--- src/rtl/seven_seg_scanner.sv ---
// seven_seg_scanner: multiplexed seven-segment driver with blanking gap and per-frame shadow latch.
// Define LEADING_ZERO_BLANK_EN to darken zero digits above the highest non-zero digit.
module seven_seg_scanner #(
  parameter int NUM_DIGITS   = 4,
  parameter int BLANK_CYCLES = 16
) (
  input  logic                    clk,
  input  logic                    rst_n,
  input  logic                    clk_multiplex,
  input  logic [4*NUM_DIGITS-1:0] digits_in,
  input  logic [NUM_DIGITS-1:0]   dp_in,
  input  logic [NUM_DIGITS-1:0]   blank_in,
  output logic [NUM_DIGITS-1:0]   an,
  output logic [6:0]              seg,
  output logic                    dp,
  output logic                    frame_start
);
  localparam int IW = $clog2(NUM_DIGITS);
  localparam int CW = BLANK_CYCLES > 1 ? $clog2(BLANK_CYCLES) : 1;
  localparam logic [IW-1:0] LAST = IW'(NUM_DIGITS - 1);
  typedef enum logic [1:0] {WAIT, BLANK, SHOW} state_t;
  state_t state, state_n;
  logic s0, s1, s2, tick, load;
  logic [CW-1:0] cnt, cnt_n;
  logic [IW-1:0] idx, idx_n;
  logic [4*NUM_DIGITS-1:0] sh_dig;
  logic [NUM_DIGITS-1:0] sh_dp, sh_blank, eff_blank, an_n;
  logic [6:0] seg_n;
  logic dp_n;
  function automatic logic [6:0] decode(input logic [3:0] v);
    case (v)
      4'h0: decode = 7'b1000000;
      4'h1: decode = 7'b1111001;
      4'h2: decode = 7'b0100100;
      4'h3: decode = 7'b0110000;
      4'h4: decode = 7'b0011001;
      4'h5: decode = 7'b0010010;
      4'h6: decode = 7'b0000010;
      4'h7: decode = 7'b1111000;
      4'h8: decode = 7'b0000000;
      4'h9: decode = 7'b0010000;
      4'hA: decode = 7'b0001000;
      4'hB: decode = 7'b0000011;
      4'hC: decode = 7'b1000110;
      4'hD: decode = 7'b0100001;
      4'hE: decode = 7'b0000110;
      default: decode = 7'b0001110;
    endcase
  endfunction
  assign tick = s1 & ~s2;
`ifdef LEADING_ZERO_BLANK_EN
  logic [NUM_DIGITS-1:0] lz;
  // lz[i] set while every digit from i upward is zero; digit 0 is always kept
  always_comb begin
    lz = '0;
    lz[NUM_DIGITS-1] = digits_in[4*NUM_DIGITS-1 -: 4] == 4'h0;
    for (int i = NUM_DIGITS - 2; i >= 1; i--) lz[i] = lz[i+1] & (digits_in[4*i +: 4] == 4'h0);
    eff_blank = blank_in | lz;
  end
`else
  assign eff_blank = blank_in;
`endif
  always_comb begin
    state_n = state;
    cnt_n   = cnt;
    idx_n   = idx;
    load    = 1'b0;
    case (state)
      WAIT: if (tick) begin
        idx_n   = '0;
        load    = 1'b1;
        cnt_n   = CW'(BLANK_CYCLES - 1);
        state_n = BLANK;
      end
      SHOW: if (tick) begin
        idx_n   = idx == LAST ? '0 : idx + 1'b1;
        load    = idx == LAST;
        cnt_n   = CW'(BLANK_CYCLES - 1);
        state_n = BLANK;
      end
      BLANK: if (cnt != '0) cnt_n = cnt - 1'b1; else state_n = SHOW;
      default: state_n = WAIT;
    endcase
    an_n  = '1;
    seg_n = 7'h7F;
    dp_n  = 1'b1;
    // idx and shadows never change on an edge that lands in SHOW, so current values are the next ones
    if (state_n == SHOW && !sh_blank[idx]) begin
      an_n[idx] = 1'b0;
      seg_n     = decode(sh_dig[4*idx +: 4]);
      dp_n      = ~sh_dp[idx];
    end
  end
  always_ff @(posedge clk or negedge rst_n)
    if (!rst_n) begin
      {s0, s1, s2} <= '0;
      state        <= WAIT;
      cnt          <= '0;
      idx          <= '0;
      sh_dig       <= '0;
      sh_dp        <= '0;
      sh_blank     <= '0;
      an           <= '1;
      seg          <= 7'h7F;
      dp           <= 1'b1;
      frame_start  <= 1'b0;
    end else begin
      s0          <= clk_multiplex;
      s1          <= s0;
      s2          <= s1;
      state       <= state_n;
      cnt         <= cnt_n;
      idx         <= idx_n;
      if (load) begin
        sh_dig   <= digits_in;
        sh_dp    <= dp_in;
        sh_blank <= eff_blank;
      end
      an          <= an_n;
      seg         <= seg_n;
      dp          <= dp_n;
      frame_start <= load;
    end
endmodule
--- config.mk ---
export PLATFORM = sky130hd
export DESIGN_NAME = seven_seg_scanner
export DESIGN_NICKNAME = d
export VERILOG_FILES = /design/src/rtl/seven_seg_scanner.sv
export SDC_FILE = /design/constraint.sdc
export NUM_CORES = 1
export LEC_CHECK = 0
export ABC_AREA = 1
export CORE_MARGIN = 2
export CORE_UTILIZATION = 45
export DETAILED_ROUTE_END_ITERATION = 10
export GPL_TIMING_DRIVEN = 0
export PLACE_DENSITY_LB_ADDON = 0.08
export SETUP_SLACK_MARGIN = 0.5
export SLEW_MARGIN = 20
export SYNTH_ARGS = -nofsm -noshare
export SYNTH_HDL_FRONTEND = slang
export SYNTH_SLANG_ARGS = --single-unit
export TNS_END_PERCENT = 1
--- constraint.sdc ---
create_clock -name clk -period 4.55 [get_ports clk]
set_input_delay 0.91 -clock clk [delete_from_list [all_inputs] [get_ports clk]]
set_output_delay 0.91 -clock clk [all_outputs]
set_load 0.01 [all_outputs]
-- Yosys cells after proc, flatten, opt, wreduce, memory -nomap -nowiden
Memory sizes are Yosys's and may differ from the RTL's.
Cells that the tools add are included.
- flip-flop bits (word level): 48
- ROM bits: 112
- input port bits: 27
- output and inout port bits: 13
- word-level logic and storage cells: 63
- memories: 1
- memories (memory ; words ; bits a word ; rd ports ; clocked after Yosys merged registers in ; write ports ; RTL line ; text):
    (no name shown) ; 16 ; 7 ; 1 ; 0 ; 0 ; 31 ; case (v)
- add/sub/neg operators: 2
- $lt $le $gt $ge: 2
- eq/ne operators: 8
- shift-type cells: 1
- muxes and demuxes: 22
- bitwise logic cells: 4
- reduce and logical (&&, ||, !) cells: 10
- operator list (operator ; count):
    $shiftx A16 B5 Y4 ; 1
    $mux W4 ; 3
    $mux W2 ; 5
    $pmux W2 S2 ; 2
    $pmux W4 S2 ; 1
    $mux W7 ; 1
    $eq A2 B2 Y1 const B ; 3
    $mux W1 ; 6
    $ne A2 B2 Y1 const B ; 3
    $reduce_and A3 Y1 ; 2
    $bmux W1 S2 ; 2
    $not A4 Y4 ; 1
    $reduce_bool A2 Y1 ; 2
    $reduce_bool A4 Y1 ; 1
    $sub A4 B1 Y4 const B ; 1
    $lt A2 B3 Y1 const B ; 1
    $add A2 B1 Y2 const B ; 1
    $demux W1 S2 ; 1
    $eq A2 B1 Y1 const B ; 1
    $ge A2 B1 Y1 const B ; 1
    $logic_and A1 B1 Y1 ; 2
    $logic_not A2 Y1 ; 1
    $ne A2 B1 Y1 const B ; 1
    $not A1 Y1 ; 2
    other kinds (4) ; 4

-- Depth between registers and ports, before layout
Gate-level depths: netlist of the first run.
- depth after elaboration: 7
- gate-level depth with buffers: 11
- mapped depth without buffers: 10

-- Worst setup path before layout of the first run
OpenSTA, ideal clock, no wires.
- path type: register to register
- from: register idx[0]
- to: register seg[3]
- library setup time: 0.082 ns
- arrival: 1.453 ns
- required time: 4.468 ns
- slack: 3.014 ns
- cell stages (with the launch flop): 12
- buffers on the path: 1
- clock period less this slack: 1.536 ns
- cells stage by stage: dfrtp_1 > inv_2 > buf_6 > nand2_1 > nand3_1 > nand2_1 > inv_1 > ha_1 > nand3_1 > nand2_1 > nand2_1 > nand3_1
- longest elaborated chain between the ends: 5
- elaborated cells on any way between the ends: 7
- classes of those cells: 1 x shift; 3 x mux; 2 x reduce/logical; 1 x memory
- RTL lines (item ; RTL line ; text):
    from (decl) ; 25 ; logic [IW-1:0] idx, idx_n;
    from (signal assigned) ; 113 ; idx <= idx_n;
    parallel branches: the longest is 4 deep, another holds $mem_v2 Z16 W7 ; n/a ;
    $mux W7 * ; 88 ; if (state_n == SHOW && !sh_blank[idx]) begin
    named net seg_n[3] ; 28 ; logic [6:0] seg_n;
    to (signal assigned) ; 120 ; seg <= seg_n;
    to (decl) ; 14 ; output logic [6:0] seg,
Mark *: on every way through the listed nets, which the timed path passes. The select of a mux whose other input is x is not followed.
A chain may end at the register's enable or synchronous reset.

-- Final worst setup path of the first run
- from: register dp
- to: output dp
- RTL lines (item ; RTL line ; text):
    from (decl) ; 15 ; output logic dp,
    from (signal assigned) ; 121 ; dp <= dp_n;
No word-level cell between the ends.

==> flow_summary.json, run 1 <==
{
  "status": "complete, no violations",
  "period_minus_slack_ns": 2.24,
  "ys_seq_area_frac": 0.531,
  "p_switching_w": 0.000510,
  "chipWidth_um": 75.4,
  "rsz0062_at_grt": "no",
  "dpl.hpwl_mm": 3.05,
  "syn_area_sq_um": 2290,
  "yosys.area.top_type": "dfrtp_1",
  "finalSetupViolations": 0,
  "viasPerCell": 4.67,
  "timing.rr.start": "idx[0]",
  "diodes": 0,
  "reg2reg_slack_ns": 2.71,
  "overflow": 0,
  "cts_resized": 0,
  "antenna_left": 0,
  "reg2reg_to": "seg[0]",
  "first_global_vias": 1617,
  "wire_per_inst_um": 10.8,
  "leakage_nw": 1.39,
  "synth_nets": 309,
  "yosysWarningCount": 0,
  "synth_flop_cell": "dfrtp_1",
  "cp-end-kind": "primary output",
  "cts.sinks": 48,
  "comb_power_share": 0.345,
  "cts_buffers": 5,
  "synth_seq_cells": 48,
  "max-clock-path-buffers": 2,
  "cpPeakStageDelay_ns": 0.52,
  "synthTopCellsByArea": "dfrtp_1, nand2_1, dfstp_2, ha_1, nand3_1",
  "start_kind": "flop",
  "grt_max_degree": 33,
  "min_path_type": "reg2reg",
  "relSlewSlack": 0.727,
  "hold_slack_ns": 0.359,
  "nNetsFinal": 356,
  "io_pins": 40,
  "syn_inst": 271,
  "synthTopCellsByCount": "nand2_1, dfrtp_1, nand3_1",
  "initial_core_util": 0.476,
  "final_cells": 386,
  "skew_ns": 0.00697,
  "hold_viol": 0,
  "drt-total-wl_mm": 4.18,
  "p_per_area_nw_per_um2": 497,
  "cp.depth": 1,
  "critPathTopFamily": "flip-flops",
  "drive_above_1_share": 0.132,
  "die_area_sq_um": 5680,
  "yosysTopAreaCellShare": 0.393,
  "syn_avg_cell_area_sq_um": 8.45,
  "fillerInstances": 463,
  "ff2ff_path_depth": 11,
  "fmax_ghz": 0.446,
  "crit_required_ns": 3.64,
  "grt_antenna_before_repair": 0,
  "pwr-share-clk": 0.210,
  "critPathBufInv": 1,
  "vias": 1803,
  "crit_fanout": 1,
  "min_path_cells": 0,
  "switching_share": 0.355,
  "htreeDepth": 2,
  "path_class": "reg2out",
  "cp_cell_sequence": "clkdlybuf4s50_1",
  "cap_violations": 0,
  "period_share": 0.493,
  "vdd_drop_max_v": 0.000211,
  "port_buffers": 39,
  "route.detailed.drc": 0,
  "dp_cells": 378,
  "drt-pass1-iter-count": 4,
  "min_to": "s1",
  "cts_tree": "done",
  "clkLatencyLatePin_ns": 0.29,
  "synth_edf_count": 0,
  "core_area_sq_um": 4820,
  "cell_internal_pwr_w": 0.000925,
  "synthArstFlopShare": 1.00,
  "path_clk_slew_ns": 0.09,
  "critPathArrivalTime_ns": 1.33,
  "syn2layout_area_growth_pct": 26.0,
  "tightest_slew_ns": 0.410,
  "cts_setup_buffers": 0,
  "rows": 25,
  "grt_pass1_wl_mm": 7.22,
  "yosysUniqueCellTypes": 26,
  "critical-path-slowest-cell": "dfstp_2",
  "drt-initial-drc-count": 68,
  "finalSetupTns_ns": 0,
  "slew_violations": 0,
  "gp_congestion": 0.732,
  "seq_power_share": 0.445,
  "hold_start": "s0",
  "synth_most_common_cell": "nand2_1",
  "cts-root-buf": "clkbuf_8",
  "grt_use_total": 0.168,
  "fp.dieH_um": 75.4,
  "final_core_util": 0.599,
  "hold_buffers": 0
}
[flip-flops by register name, indices dropped and copies added, names as in the netlist]
name and count:
sh_dig 16, frame_start 1, dp 1, state 2
sh_dp 4, cnt 4, s1 1, s2 1
s0 1, an 4, seg 7, idx 2
sh_blank 4
[logic make-up (layout without fill, tap and decap cells)]
kind of cell / Yosys count / after routing / share of synthesized area
and+or+nand+nor: 174 / 174 / 0.321
DFF: 48 / 48 / 0.531
buffers and inverters: 23 / 71 / 0.0491
AOI/OAI and AO/OA: 15 / 15 / 0.0393
adders and majority gates: 11 / 11 / 0.0601
[per-stage QoR]
| stage | setup WS [ns] | total power (W) | cell area, sq um |
|---|---|---|---|
| finish | 2.31 | 0.00143 | 2890 |
| CTS | 2.29 | 0.00145 | 2890 |
| global route | 2.26 | 0.00156 | 2890 |
| detailed placement | 2.62 | 0.00115 | 2780 |
| floorplan | 3.01 | 0.00101 | 2290 |
| global placement | 1.24 | 0.00113 | 2770 |
[power by group through the flow]
stage | logic [W] | registers, W | clock network [W]
after floorplan | 0.000379 | 0.000630 | 0
after global placement | 0.000488 | 0.000645 | 0
after detailed placement | 0.000498 | 0.000648 | 0
after CTS | 0.000502 | 0.000640 | 0.000311
after global routing | 0.000585 | 0.000657 | 0.000322
final | 0.000495 | 0.000639 | 0.000301
[worst max path at each step]
stage	from	end	slack (ns)
after floorplan	idx[0]	seg[3]	3.01
after global placement	rst_n	sh_dig[5]	1.24
after detailed placement	seg[6]	seg[6]	2.62
after CTS	seg[6]	seg[6]	2.29
after global routing	an[0]	an[0]	2.26
final	dp	dp	2.31
[per-layer routing]
layer,global-route usage,part of all wire,up-vias
li1,-,-,941
met1,0.238,0.49,823
met2,0.265,0.47,34
met3,0.0278,0.034,5
met4,0.0585,0.013,0
met5,0,0,-
[layout by cell type (no fill, tap or decap), drive strengths merged]
master	n
nand2	126
clkdlybuf4s50	38
dfrtp	36
nand3	26
nor2	20
inv	16
dfstp	12
o21ai	12
ha	11
buf	8
clkbuf	7
clkinv	1
a21oi	1
o22ai	1
a22oi	1
nand4	1
nand3b	1
bufinv	1
[layout make-up]
class,count,area (sq um),area share
Sequential cell,48,1220,0.421
Multi-Input combinational cell,200,962,0.333
Timing Repair Buffer,40,405,0.140
Tap cell,67,83.8,0.0290
Clock buffer,7,76.3,0.0264
Inverter,17,68.8,0.0238
Buffer,6,43.8,0.0152
Clock inverter,1,30.0,0.0104
Power figures use the tool's default switching activity.
==> run 2: changes to the inputs <==
- clock period: 4.55 -> 1.85 ns (I/O delays scaled with it)
==> run 2 against run 1 <==
  * Global-route usage rose by 0.88 points
  * Clock-buffer cell count is 1 lower
  * Largest power group unchanged
  * Critical path depth up 10
  * Largest cell class unchanged
  * Critical path type is now reg2reg
  * Worst setup slack got worse by 2.0 ns
  * Critical endpoint is now seg[6]
  * Final cell count up 3.9%
  * Combinational power rose to 3.1 times the previous value
==> flow_summary.json, run 2 (synthesized netlist as in run 1, its figures left out) <==
{
  "initial_core_util": 0.476,
  "drive_above_1_share": 0.246,
  "reg2reg_to": "seg[6]",
  "period_minus_slack_ns": 1.59,
  "vias": 1898,
  "viasPerCell": 4.73,
  "drt-total-wl_mm": 4.77,
  "timing.rr.start": "idx[0]",
  "die_area_sq_um": 5680,
  "critPathArrivalTime_ns": 1.82,
  "min_path_type": "in2async",
  "cts.sinks": 48,
  "cp_cell_sequence": "inv_4, buf_8, nand2_1, nand3_2, nand2_4, buf_4, ha_1, nand3_2, nor2_1, nor2_1, nand2_1",
  "layout_commonest_cell": "nand2_1",
  "start_kind": "flop",
  "status": "complete, no violations",
  "top_register": "sh_dig",
  "ff2ff_path_depth": 11,
  "dpl.hpwl_mm": 3.08,
  "overflow": 0,
  "grt_use_total": 0.177,
  "reg2reg_slack_ns": 0.26,
  "cpPeakStageDelay_ns": 0.47,
  "vdd_drop_max_v": 0.000611,
  "grt_max_degree": 27,
  "syn2layout_area_growth_pct": 37.9,
  "core_area_sq_um": 4820,
  "p_per_area_nw_per_um2": 1230,
  "grt_pass1_wl_mm": 7.58,
  "fmax_ghz": 0.631,
  "port_buffers": 39,
  "leakage_nw": 1.47,
  "antenna_left": 0,
  "first_global_vias": 1701,
  "route.detailed.drc": 0,
  "cts_tree": "done",
  "reg.largest.list": "sh_dig x16, seg x7",
  "critPathBufInv": 3,
  "layout_common_cells": "nand2_1, dfrtp_1, clkdlybuf4s50_1",
  "slew_violations": 0,
  "final_core_util": 0.656,
  "finalSetupViolations": 0,
  "relSlewSlack": 0.651,
  "critPathTopFamily": "simple AND/OR/NAND/NOR gates",
  "max-clock-path-buffers": 2,
  "gp_congestion": 0.778,
  "io_pins": 40,
  "largest_reg_flops": 16,
  "fin_ws_ns": 0.264,
  "clkLatencyLatePin_ns": 0.30,
  "path_class": "reg2reg",
  "nNetsFinal": 371,
  "rsz0062_at_grt": "yes",
  "cts_buffers": 5,
  "crit_fanout": 5,
  "path_clk_slew_ns": 0.09,
  "grt_antenna_before_repair": 0,
  "cp-end-kind": "flop",
  "chipWidth_um": 75.4,
  "crit_required_ns": 2.08,
  "cts-root-buf": "clkbuf_8",
  "period_share": 0.857,
  "fp.dieH_um": 75.4,
  "drt-pass1-iter-count": 4,
  "cap_violations": 0,
  "hold_viol": 0,
  "hold_buffers": 0,
  "rows": 25,
  "skew_ns": 0.00823,
  "tightest_slew_ns": 0.524,
  "htreeDepth": 2,
  "diodes": 0,
  "critical-path-slowest-cell": "dfrtp_2",
  "drt-initial-drc-count": 148,
  "place_ws_ns": 0.127,
  "wire_per_inst_um": 11.9
}
-- run 2: cell count changes in the layout (fill, tap and decap cells not counted), moves of 4 or more --
cell             delta
nand3_2             +6
nand3_1             -8
nor2_1              -4
ha_1                -4
buf_4              +13
nand2_1             -5
clkdlybuf4s50_1    -13
nor2_2              +4
dlygate4sd2_1      +13
-- run 2: per-stage QoR --
step	std cells	cell area [sq um]	hold WS, ns	total power (W)	setup TNS [ns]
detailed placement	378	2790	0.340	0.00283	0
finish	401	3160	0.0304	0.00388	0
CTS	392	2970	0.0485	0.00363	0
global route	401	3160	0.0711	0.00418	0
floorplan	271	2300	0.0744	0.00250	0
global placement	377	2780	0.338	0.00280	-38.20
-- run 2: repair_timing --
action / in CTS / in global routing
gates resized for setup: 24 / 25
pin swaps: 2 / 9
buffers inserted: 6 / 9
endpoints found under the setup margin: 53 / 56
-- run 2: how the worst max path moves through the flow --
stage / start / to / slack, ns / depth (start not counted)
finish: idx[0] / seg[6] / 0.26 / 11
CTS: idx[0] / seg[6] / 0.30 / 10
floorplan: idx[0] / seg[3] / 0.37 / 11
global route: idx[0] / seg[0] / 0.20 / 11
detailed placement: idx[0] / seg[3] / 0.13 / 11
global placement: rst_n / cnt[3] / -0.92 / 1
-- run 2: layout make-up --
cell class              count  area (sq um)
clock inverters             2          35.0
well taps                  67          83.8
plain buffers               6          51.3
repair buffers             55           505
clock buffers               6          72.6
inverters                  17          76.3
fillers                   428          1660
multi-input cells         200          1120
flip-flops and latches     48          1220
-- run 2: metal layers --
| layer | wire length (um) | global-route usage |
|---|---|---|
| met2 | 2280 | 0.285 |
| met1 | 2250 | 0.241 |
| met4 | 59 | 0.0526 |
| met3 | 180 | 0.0397 |
| met5 | 0 | 0 |
-- run 2: report_power, final --
group | switching, W | total [W] | internal, W
combinational | 0.000904 | 0.00155 | 0.000648
sequential | 0.000197 | 0.00158 | 0.00139
clock | 0.000341 | 0.000742 | 0.000401
==> run 3: changes to the inputs <==
- ABC_AREA: 1 -> unset
==> run 3 against run 2 <==
  * The run now ends with negative setup slack left
  * Final area is 4.0% lower
  * Worst setup slack got worse by 0.36 ns
  * Wire length shrank 7.6%
  * Critical endpoint is now seg[3]
  * Highest routed layer unchanged
==> flow_summary.json, run 3 <==
{
  "initial_core_util": 0.477,
  "start_kind": "flop",
  "htreeDepth": 2,
  "seq_power_share": 0.411,
  "synth_edf_count": 0,
  "cts.sinks": 48,
  "yosysWarningCount": 0,
  "vdd_drop_max_v": 0.000643,
  "path_class": "reg2reg",
  "grt_use_total": 0.171,
  "relSlewSlack": 0.712,
  "port_buffers": 39,
  "fp.dieH_um": 75.4,
  "path_clk_slew_ns": 0.08,
  "cts_buffers": 5,
  "min_path_type": "in2async",
  "vias": 1444,
  "period_share": 1.05,
  "cell_internal_pwr_w": 0.00268,
  "diodes": 0,
  "cpPeakStageDelay_ns": 0.63,
  "cp-end-kind": "flop",
  "cp_cell_sequence": "buf_6, mux4_2, ha_4, mux2_4, mux2i_1, nand2_1",
  "hold_viol": 0,
  "hold_buffers": 0,
  "syn_inst": 168,
  "rsz0062_at_grt": "yes",
  "synth_most_common_cell": "dfrtp_1",
  "clkLatencyLatePin_ns": 0.29,
  "fin_ws_ns": -0.0965,
  "p_switching_w": 0.00137,
  "syn2layout_area_growth_pct": 32.2,
  "nNetsFinal": 257,
  "cap_violations": 0,
  "tightest_slew_ns": 0.431,
  "drt-pass1-iter-count": 4,
  "yosysUniqueCellTypes": 33,
  "critPathArrivalTime_ns": 2.17,
  "synthTopCellsByArea": "dfrtp_1, dfstp_2, mux2_2, ha_1, mux4_1",
  "finalSetupViolations": 5,
  "route.detailed.drc": 0,
  "chipWidth_um": 75.4,
  "max-clock-path-buffers": 2,
  "comb_power_share": 0.436,
  "first_global_vias": 1505,
  "cts-root-buf": "clkbuf_8",
  "synthArstFlopShare": 1.00,
  "slew_violations": 0,
  "cts_tree": "done",
  "layout_common_cells": "dfrtp_1, mux2_2, clkdlybuf4s50_1",
  "grt_pass1_wl_mm": 7.15,
  "p_per_area_nw_per_um2": 1330,
  "switching_share": 0.338,
  "viasPerCell": 5.03,
  "crit_fanout": 7,
  "drive_above_1_share": 0.482,
  "layout_commonest_cell": "dfrtp_1",
  "skew_ns": 0.00790,
  "ys_seq_area_frac": 0.530,
  "overflow": 0,
  "wire_per_inst_um": 15.4,
  "rows": 25,
  "crit_required_ns": 2.07,
  "synth_seq_cells": 48,
  "top_register": "sh_dig",
  "pwr-share-clk": 0.154,
  "place_ws_ns": -0.209,
  "syn_avg_cell_area_sq_um": 13.7,
  "reg.largest.list": "sh_dig x16, seg x7",
  "critical-path-slowest-cell": "mux4_2",
  "reg2reg_slack_ns": -0.1,
  "dpl.hpwl_mm": 3.24,
  "yosysTopAreaCellShare": 0.392,
  "synth_flop_cell": "dfrtp_1",
  "grt_antenna_before_repair": 0,
  "fmax_ghz": 0.514,
  "die_area_sq_um": 5690,
  "antenna_left": 0,
  "io_pins": 40,
  "grt_max_degree": 31,
  "status": "complete, but fails checks",
  "yosys.area.top_type": "dfrtp_1",
  "synthTopCellsByCount": "dfrtp_1, mux2_2, nand2_1",
  "finalSetupTns_ns": -0.398,
  "syn_area_sq_um": 2300,
  "largest_reg_flops": 16,
  "gp_congestion": 0.748,
  "drt-initial-drc-count": 41,
  "violations": "negative setup slack",
  "synth_nets": 206,
  "leakage_nw": 1.23,
  "core_area_sq_um": 4820,
  "period_minus_slack_ns": 1.95,
  "drt-total-wl_mm": 4.41
}
[run 3: cell types whose count changed after synthesis, sizes merged, moves of 4 or more]
cell / before / now
nand2: 126 / 13
mux2: 0 / 27
nand3: 26 / 3
nor2: 20 / 3
o21ai: 12 / 3
inv: 16 / 9
mux4: 0 / 7
o211ai: 0 / 5
xor2: 0 / 4
[run 3: power groups by stage]
stage / Combinational, W / Sequential [W] / Clock [W]
final: 0.00176 / 0.00166 / 0.000621
after global routing: 0.00190 / 0.00171 / 0.000700
after CTS: 0.00155 / 0.00164 / 0.000651
after detailed placement: 0.00145 / 0.00165 / 0
after global placement: 0.00135 / 0.00162 / 0
after floorplan: 0.00112 / 0.00158 / 0
[run 3: layer usage]
layer | part of all wire | global-route usage | vias up
met5 | 0 | 0 | -
met3 | 0.045 | 0.0397 | 5
li1 | - | - | 691
met4 | 0.0077 | 0.0468 | 0
met1 | 0.41 | 0.212 | 711
met2 | 0.54 | 0.300 | 37
[run 3: stage by stage]
stage	instances	util	instance area [sq um]	hold slack [ns]	power, W
2_1_floorplan	168	-	2290	0.0744	0.00270
3_3_place_gp	274	0.574	2770	0.334	0.00298
3_5_place_dp	275	0.577	2780	0.330	0.00309
4_1_cts	285	0.607	2930	0.00664	0.00384
5_1_grt	287	0.630	3030	0.0207	0.00431
6_report	287	0.630	3030	0.00287	0.00404
[run 3: cells by family (layout without fill, tap and decap cells)]
| group | count (synthesis) | in the layout | synth area share |
|---|---|---|---|
| DFF | 48 | 48 | 0.530 |
| adders and majority gates | 11 | 11 | 0.0599 |
| muxes | 36 | 36 | 0.216 |
| AOI/OAI and AO/OA | 15 | 15 | 0.0441 |
| buffers and inverters | 16 | 68 | 0.0441 |
| and+or+nand+nor | 36 | 36 | 0.0828 |
| xor gates and xnor gates | 6 | 6 | 0.0229 |
[run 3: timing repair]
item,in CTS,in global routing
setup buffers,2,2
gates resized for setup,78,23
setup endpoints to repair,56,42
pin swaps,6,11
[run 3: worst max-delay path: cells and delay by family, from the launching register on]
family | cells | cell delay [ns]
fa+ha+maj | 1 | 0.22
buf+inv | 1 | 0.16
flops | 1 | 0.41
mux | 3 | 1.01
simple gates | 1 | 0.06
[run 3: final cells by class]
type	instances	area (sq um)
Fill cell	411	1780
Sequential cell	48	1220
Multi-Input combinational cell	104	1140
Timing Repair Buffer	44	380
Clock buffer	7	86.3
Buffer	7	83.8
Tap cell	67	83.8
Inverter	9	38.8
Clock inverter	1	7.51
[run 3: worst paths after layout]
path,from,to,cells past startpoint
setup / recovery,idx[0],seg[3],6
hold / removal,rst_n,cnt[3],1
setup reg to reg,idx[0],seg[3],6
hold reg to reg,s0,s1,0
max in group asynchronous,rst_n,sh_blank[2],2
min in group clk,s0,s1,0
